$ cat src/rtl/pipeline_pkg.sv
// pipeline_pkg: widths, control-bit positions and memory-stage state shared by the pipeline.
package pipeline_pkg;
  localparam int DATA_W = 16;
  localparam int ADDR_W = 16;
  localparam int REG_W = 3;
  localparam int TIMEOUT_CYCLES = 15;
  localparam int MEM_READ = 0;
  localparam int MEM_WRITE = 1;
  localparam int WB_SRC = 0;
  localparam int REG_WRITE = 1;
  typedef enum logic {IDLE, ACCESS} mem_state_t;
endpackage

$ cat src/rtl/mem_timeout_counter.sv
// mem_timeout_counter: counts enabled cycles and flags the last one allowed before a timeout.
module mem_timeout_counter
  import pipeline_pkg::*;
#(
  parameter int LIMIT = TIMEOUT_CYCLES
) (
  input  logic clk,
  input  logic rst_n,
  input  logic clr,
  input  logic en,
  output logic expired
);
  localparam int CW = $clog2(LIMIT + 1);
  logic [CW-1:0] cnt_q, cnt_d;
  always_comb cnt_d = clr ? '0 : en ? cnt_q + CW'(1) : cnt_q;
  always_ff @(posedge clk or negedge rst_n)
    if (!rst_n) cnt_q <= '0;
    else cnt_q <= cnt_d;
  // Fires during the LIMIT-th enabled cycle so the request is held exactly LIMIT cycles.
  assign expired = en & (cnt_q == CW'(LIMIT - 1));
endmodule

$ cat src/rtl/mem_stage.sv
// mem_stage: load/store stage between EXE and WB using a req/ack data memory with a timeout.
module mem_stage
  import pipeline_pkg::*;
#(
  parameter int DATA_W = pipeline_pkg::DATA_W,
  parameter int ADDR_W = pipeline_pkg::ADDR_W,
  parameter int REG_W = pipeline_pkg::REG_W,
  parameter int TIMEOUT_CYCLES = pipeline_pkg::TIMEOUT_CYCLES
) (
  input  logic              clk,
  input  logic              rst_n,
  input  logic              in_valid,
  output logic              in_ready,
  input  logic [DATA_W-1:0] alu_result,
  input  logic [DATA_W-1:0] store_data,
  input  logic [1:0]        mem_signals,
  input  logic [1:0]        wb_signals,
  input  logic [REG_W-1:0]  rd,
  output logic              stall,
  output logic              dmem_req,
  output logic              dmem_we,
  output logic [ADDR_W-1:0] dmem_addr,
  output logic [DATA_W-1:0] dmem_wdata,
  input  logic [DATA_W-1:0] dmem_rdata,
  input  logic              dmem_ack,
  output logic              out_valid,
  output logic [DATA_W-1:0] out_result,
  output logic [REG_W-1:0]  out_rd,
  output logic              out_reg_write,
  output logic              mem_error
);
  mem_state_t state_q, state_d;
  logic we_q, we_d;
  logic [DATA_W-1:0] alu_q, alu_d, wdata_q, wdata_d;
  logic [REG_W-1:0] rd_q, rd_d;
  logic [1:0] wb_q, wb_d;
  logic out_valid_q, out_valid_d, out_reg_write_q, out_reg_write_d, mem_error_q, mem_error_d;
  logic [DATA_W-1:0] out_result_q, out_result_d;
  logic [REG_W-1:0] out_rd_q, out_rd_d;
  logic access, accept, no_access, expired;
  assign access = state_q == ACCESS;
  assign in_ready = ~access;
  assign accept = in_valid & in_ready;
  assign stall = in_valid & ~in_ready;
  // Both "no memory op" (00) and "illegal" (11) complete without touching memory.
  assign no_access = mem_signals[MEM_READ] ~^ mem_signals[MEM_WRITE];
  mem_timeout_counter #(.LIMIT(TIMEOUT_CYCLES)) u_timeout (
    .clk(clk), .rst_n(rst_n), .clr(~access | dmem_ack), .en(access), .expired(expired)
  );
  always_comb begin
    state_d = state_q;
    we_d = we_q;
    alu_d = alu_q;
    wdata_d = wdata_q;
    rd_d = rd_q;
    wb_d = wb_q;
    out_valid_d = 1'b0;
    mem_error_d = 1'b0;
    out_result_d = out_result_q;
    out_rd_d = out_rd_q;
    out_reg_write_d = out_reg_write_q;
    if (accept && no_access) begin
      out_valid_d = 1'b1;
      out_result_d = mem_signals[MEM_READ] ? '0 : alu_result;
      out_rd_d = rd;
      out_reg_write_d = ~mem_signals[MEM_READ] & wb_signals[REG_WRITE];
      mem_error_d = mem_signals[MEM_READ];
    end else if (accept) begin
      state_d = ACCESS;
      we_d = mem_signals[MEM_WRITE];
      alu_d = alu_result;
      wdata_d = store_data;
      rd_d = rd;
      wb_d = wb_signals;
    end else if (access && (dmem_ack || expired)) begin
      state_d = IDLE;
      out_valid_d = 1'b1;
      out_rd_d = rd_q;
      out_result_d = ~dmem_ack ? '0 : (~we_q & wb_q[WB_SRC]) ? dmem_rdata : alu_q;
      out_reg_write_d = dmem_ack & wb_q[REG_WRITE];
      mem_error_d = ~dmem_ack;
    end
  end
  always_ff @(posedge clk or negedge rst_n)
    if (!rst_n) begin
      state_q <= IDLE;
      we_q <= 1'b0;
      alu_q <= '0;
      wdata_q <= '0;
      rd_q <= '0;
      wb_q <= '0;
      out_valid_q <= 1'b0;
      out_result_q <= '0;
      out_rd_q <= '0;
      out_reg_write_q <= 1'b0;
      mem_error_q <= 1'b0;
    end else begin
      state_q <= state_d;
      we_q <= we_d;
      alu_q <= alu_d;
      wdata_q <= wdata_d;
      rd_q <= rd_d;
      wb_q <= wb_d;
      out_valid_q <= out_valid_d;
      out_result_q <= out_result_d;
      out_rd_q <= out_rd_d;
      out_reg_write_q <= out_reg_write_d;
      mem_error_q <= mem_error_d;
    end
  assign dmem_req = access;
  assign dmem_we = we_q;
  assign dmem_addr = alu_q[ADDR_W-1:0];
  assign dmem_wdata = wdata_q;
  assign out_valid = out_valid_q;
  assign out_result = out_result_q;
  assign out_rd = out_rd_q;
  assign out_reg_write = out_reg_write_q;
  assign mem_error = mem_error_q;
endmodule

$ cat config.mk
export PLATFORM = sky130hd
export DESIGN_NAME = mem_stage
export DESIGN_NICKNAME = d
export VERILOG_FILES = /design/src/rtl/pipeline_pkg.sv /design/src/rtl/mem_timeout_counter.sv /design/src/rtl/mem_stage.sv
export SDC_FILE = /design/constraint.sdc
export NUM_CORES = 1
export LEC_CHECK = 0
export ABC_AREA = 1
export CORE_AREA = 2 2 87 89
export DETAILED_ROUTE_END_ITERATION = 10
export DIE_AREA = 0 0 89 91
export PLACE_DENSITY = 0.85
export SKIP_CTS_REPAIR_TIMING = 1
export SYNTH_ARGS = -nofsm -noshare
export SYNTH_HDL_FRONTEND = slang
export SYNTH_SLANG_ARGS = --single-unit
$ cat constraint.sdc
create_clock -name clk -period 2.3 [get_ports clk]
set_input_delay 0.69 -clock clk [delete_from_list [all_inputs] [get_ports clk]]
set_output_delay 0.69 -clock clk [all_outputs]
set_load 0.05 [all_outputs]
==> flow_summary.toml, run 1 <==
[finish]
layout_common_cells = "nand2_1, clkdlybuf4s50_1, nand3_1"
antenna_cells = 0
drive_gt1_share_pct = 8.06
nets = 578
final_common_cell = "nand2_1"
area_growth_pct = 47.7

[power_and_ir_drop]
p_leak_uw = 0.00234
power.density_mw_per_mm2 = 990
power_uw = 4590
ir_drop_mv = 0.504

[synthesis]
ys_seq_area_share_pct = 51.8
mappedNetlistArea_mm2 = 0.00314
syn_inst = 401
yosysUniqueCellTypes = 22
syn_avg_cell_area_um2 = 7.83
synth_nets = 462
synth.yosys.warnings = 0
synth-seq-cells = 65

[grt]
grt_pass1_wl_um = 14700
gr-usage-all-layers_pct = 23.4
antenna_found_initial = 0
overflow = 0
grt_pass1_vias = 3027
grt_max_degree = 38

[critical_path]
crit_fanout = 3
critPathArrivalTime_ps = 1560
cp-end-kind = "output port"
cp_slowest_stage_delay_ps = 820
startpoint_type = "register"
worstSetupPathType = "reg -> out"
crit_buf_inv = 1
cp.required_ps = 1610
crit_family = "buffers and inverters"
cp_slowest_cell = "clkdlybuf4s50_1"
cp_cell_sequence = "clkdlybuf4s50_1"

[floorplanning]
ios = 117
dieArea_mm2 = 0.00810
die_y_um = 91
start_util_pct = 44.0
die_x_um = 89
core_mm2 = 0.00714
num_rows = 31

[sta]
rsz0062_at_grt = "false"
fin_crit_ps = 2250
worst_pin_slew_ps = 708
fin_skew_ps = 10.0
max_slew_margin_pct = 52.8
period_share_pct = 98.0
final_max_slew_viol_count = 0
setup_violations = 0
hold_viol_final = 0
setup-tns-final_ps = 0
max_freq_mhz = 443

[detailed_routing]
ant_nets = 0
num_vias = 3192
wl_per_cell_um = 14.5
dr.pass1.iters = 5
first_iter_violations = 318
drc = 0
viasPerCell = 5.15
drt_wl_total_um = 8990

[clock_network]
cts-buffers-inserted = 9
cts_root_buffer = "clkbuf_8"
clock_latency_ps = 340
clk_pin_slew_ps = 60
clock_sinks = 65
ctsLongestPathBuffers = 2
cts_tree = "yes"
ctsHtreeMaxLevel = 3

[placed_design]
dp_hpwl_um = 6400
gp_congestion = 0.843
io_buffers = 116

[run]
cap_violations = 0

[status]
status = "completed"

[hold_path]
worstHoldPathType = "in -> async"
-- power breakdown --
group          switching, uW  internal, uW  total (uW)
clock                    415           551         966
sequential               167          1390        1560
combinational           1370           691        2070
-- logic make-up (layout without fill, tap and decap cells) --
kind of cell | after synthesis | count (layout) | synth area share (%)
xor+xnor | 1 | 1 | 0.279
compound gates | 11 | 11 | 1.99
simple gates | 283 | 283 | 39.0
buf+inv | 39 | 159 | 6.17
fa+ha+maj | 2 | 2 | 0.797
flops | 65 | 65 | 51.8
-- state kept, by name, indices dropped and copies added (netlist names), 2 cells and up --
name	flops
dmem_addr	16
dmem_wdata	16
out_rd	3
out_result	16
rd_q	3
u_timeout.cnt_q	4
wb_q	2
-- synthesized netlist by cell type (all sizes together) --
library cell  count  area share (%)
dfrtp            65              52
nand2           187              23
clkinv            1            0.12
nor2              8             1.2
o211ai            3            0.72
inv              12             1.4
o21ai             4            0.64
nand3            71              12
clkbuf            6            0.72
nand4            17             3.4
xor2              1            0.28
ha                2            0.80
a21oi             4            0.64
buf              20             3.9
-- path summary, 6_finish.rpt --
path / start / end / slack, ps / depth (start not counted)
max in group asynchronous: rst_n / dmem_wdata[0]$_DFFE_PN0P_ / 1250 / 2
min in group clk: dmem_wdata[13]$_DFFE_PN0P_ / dmem_wdata[13]$_DFFE_PN0P_ / 470 / 2
worst max-delay path: dmem_addr[14]$_DFFE_PN0P_ / dmem_addr[14] / 50 / 1
worst max register to register: dmem_we$_DFFE_PN0P_ / out_result[6]$_DFFE_PN0P_ / 510 / 8
worst min register to register: dmem_wdata[13]$_DFFE_PN0P_ / dmem_wdata[13]$_DFFE_PN0P_ / 470 / 2
worst min-delay path: rst_n / dmem_addr[8]$_DFFE_PN0P_ / 400 / 1
-- layer usage --
layer,track usage (%),vias to the layer above,wire [um]
li1,-,1533,-
met1,31.4,1477,3740
met2,36.2,163,4290
met3,5.18,19,728
met4,9.95,0,228
met5,0,-,0
-- area by class of cell --
type	count	area, um2
clock buffers	12	155
clock inverters	3	40.0
fillers	616	2500
inverters	13	48.8
multi-input cells	297	1320
flip-flops and latches	65	1630
well taps	99	124
repair buffers	131	1320
-- stage by stage --
| stage | hold slack (ps) | setup WS (ps) | cell area [um2] | util [%] | std cells |
|---|---|---|---|---|---|
| 2_1_floorplan | 394 | 493 | 3140 | - | 401 |
| 3_3_place_gp | 452 | 160 | 4440 | 62.3 | 605 |
| 3_5_place_dp | 460 | 140 | 4440 | 62.3 | 605 |
| 4_1_cts | 415 | 44.5 | 4640 | 65.0 | 620 |
| 5_1_grt | 431 | 8.73 | 4640 | 65.0 | 620 |
| 6_report | 400 | 45.1 | 4640 | 65.0 | 620 |
No activity file was read; power rests on OpenSTA's default activity.
==> inputs of run 2 (changes only) <==
Settings changed: CTS_CLUSTER_DIAMETER set to 100.
==> results of run 2 <==
No change in the layout: final DEF, timing and power equal those of run 1.
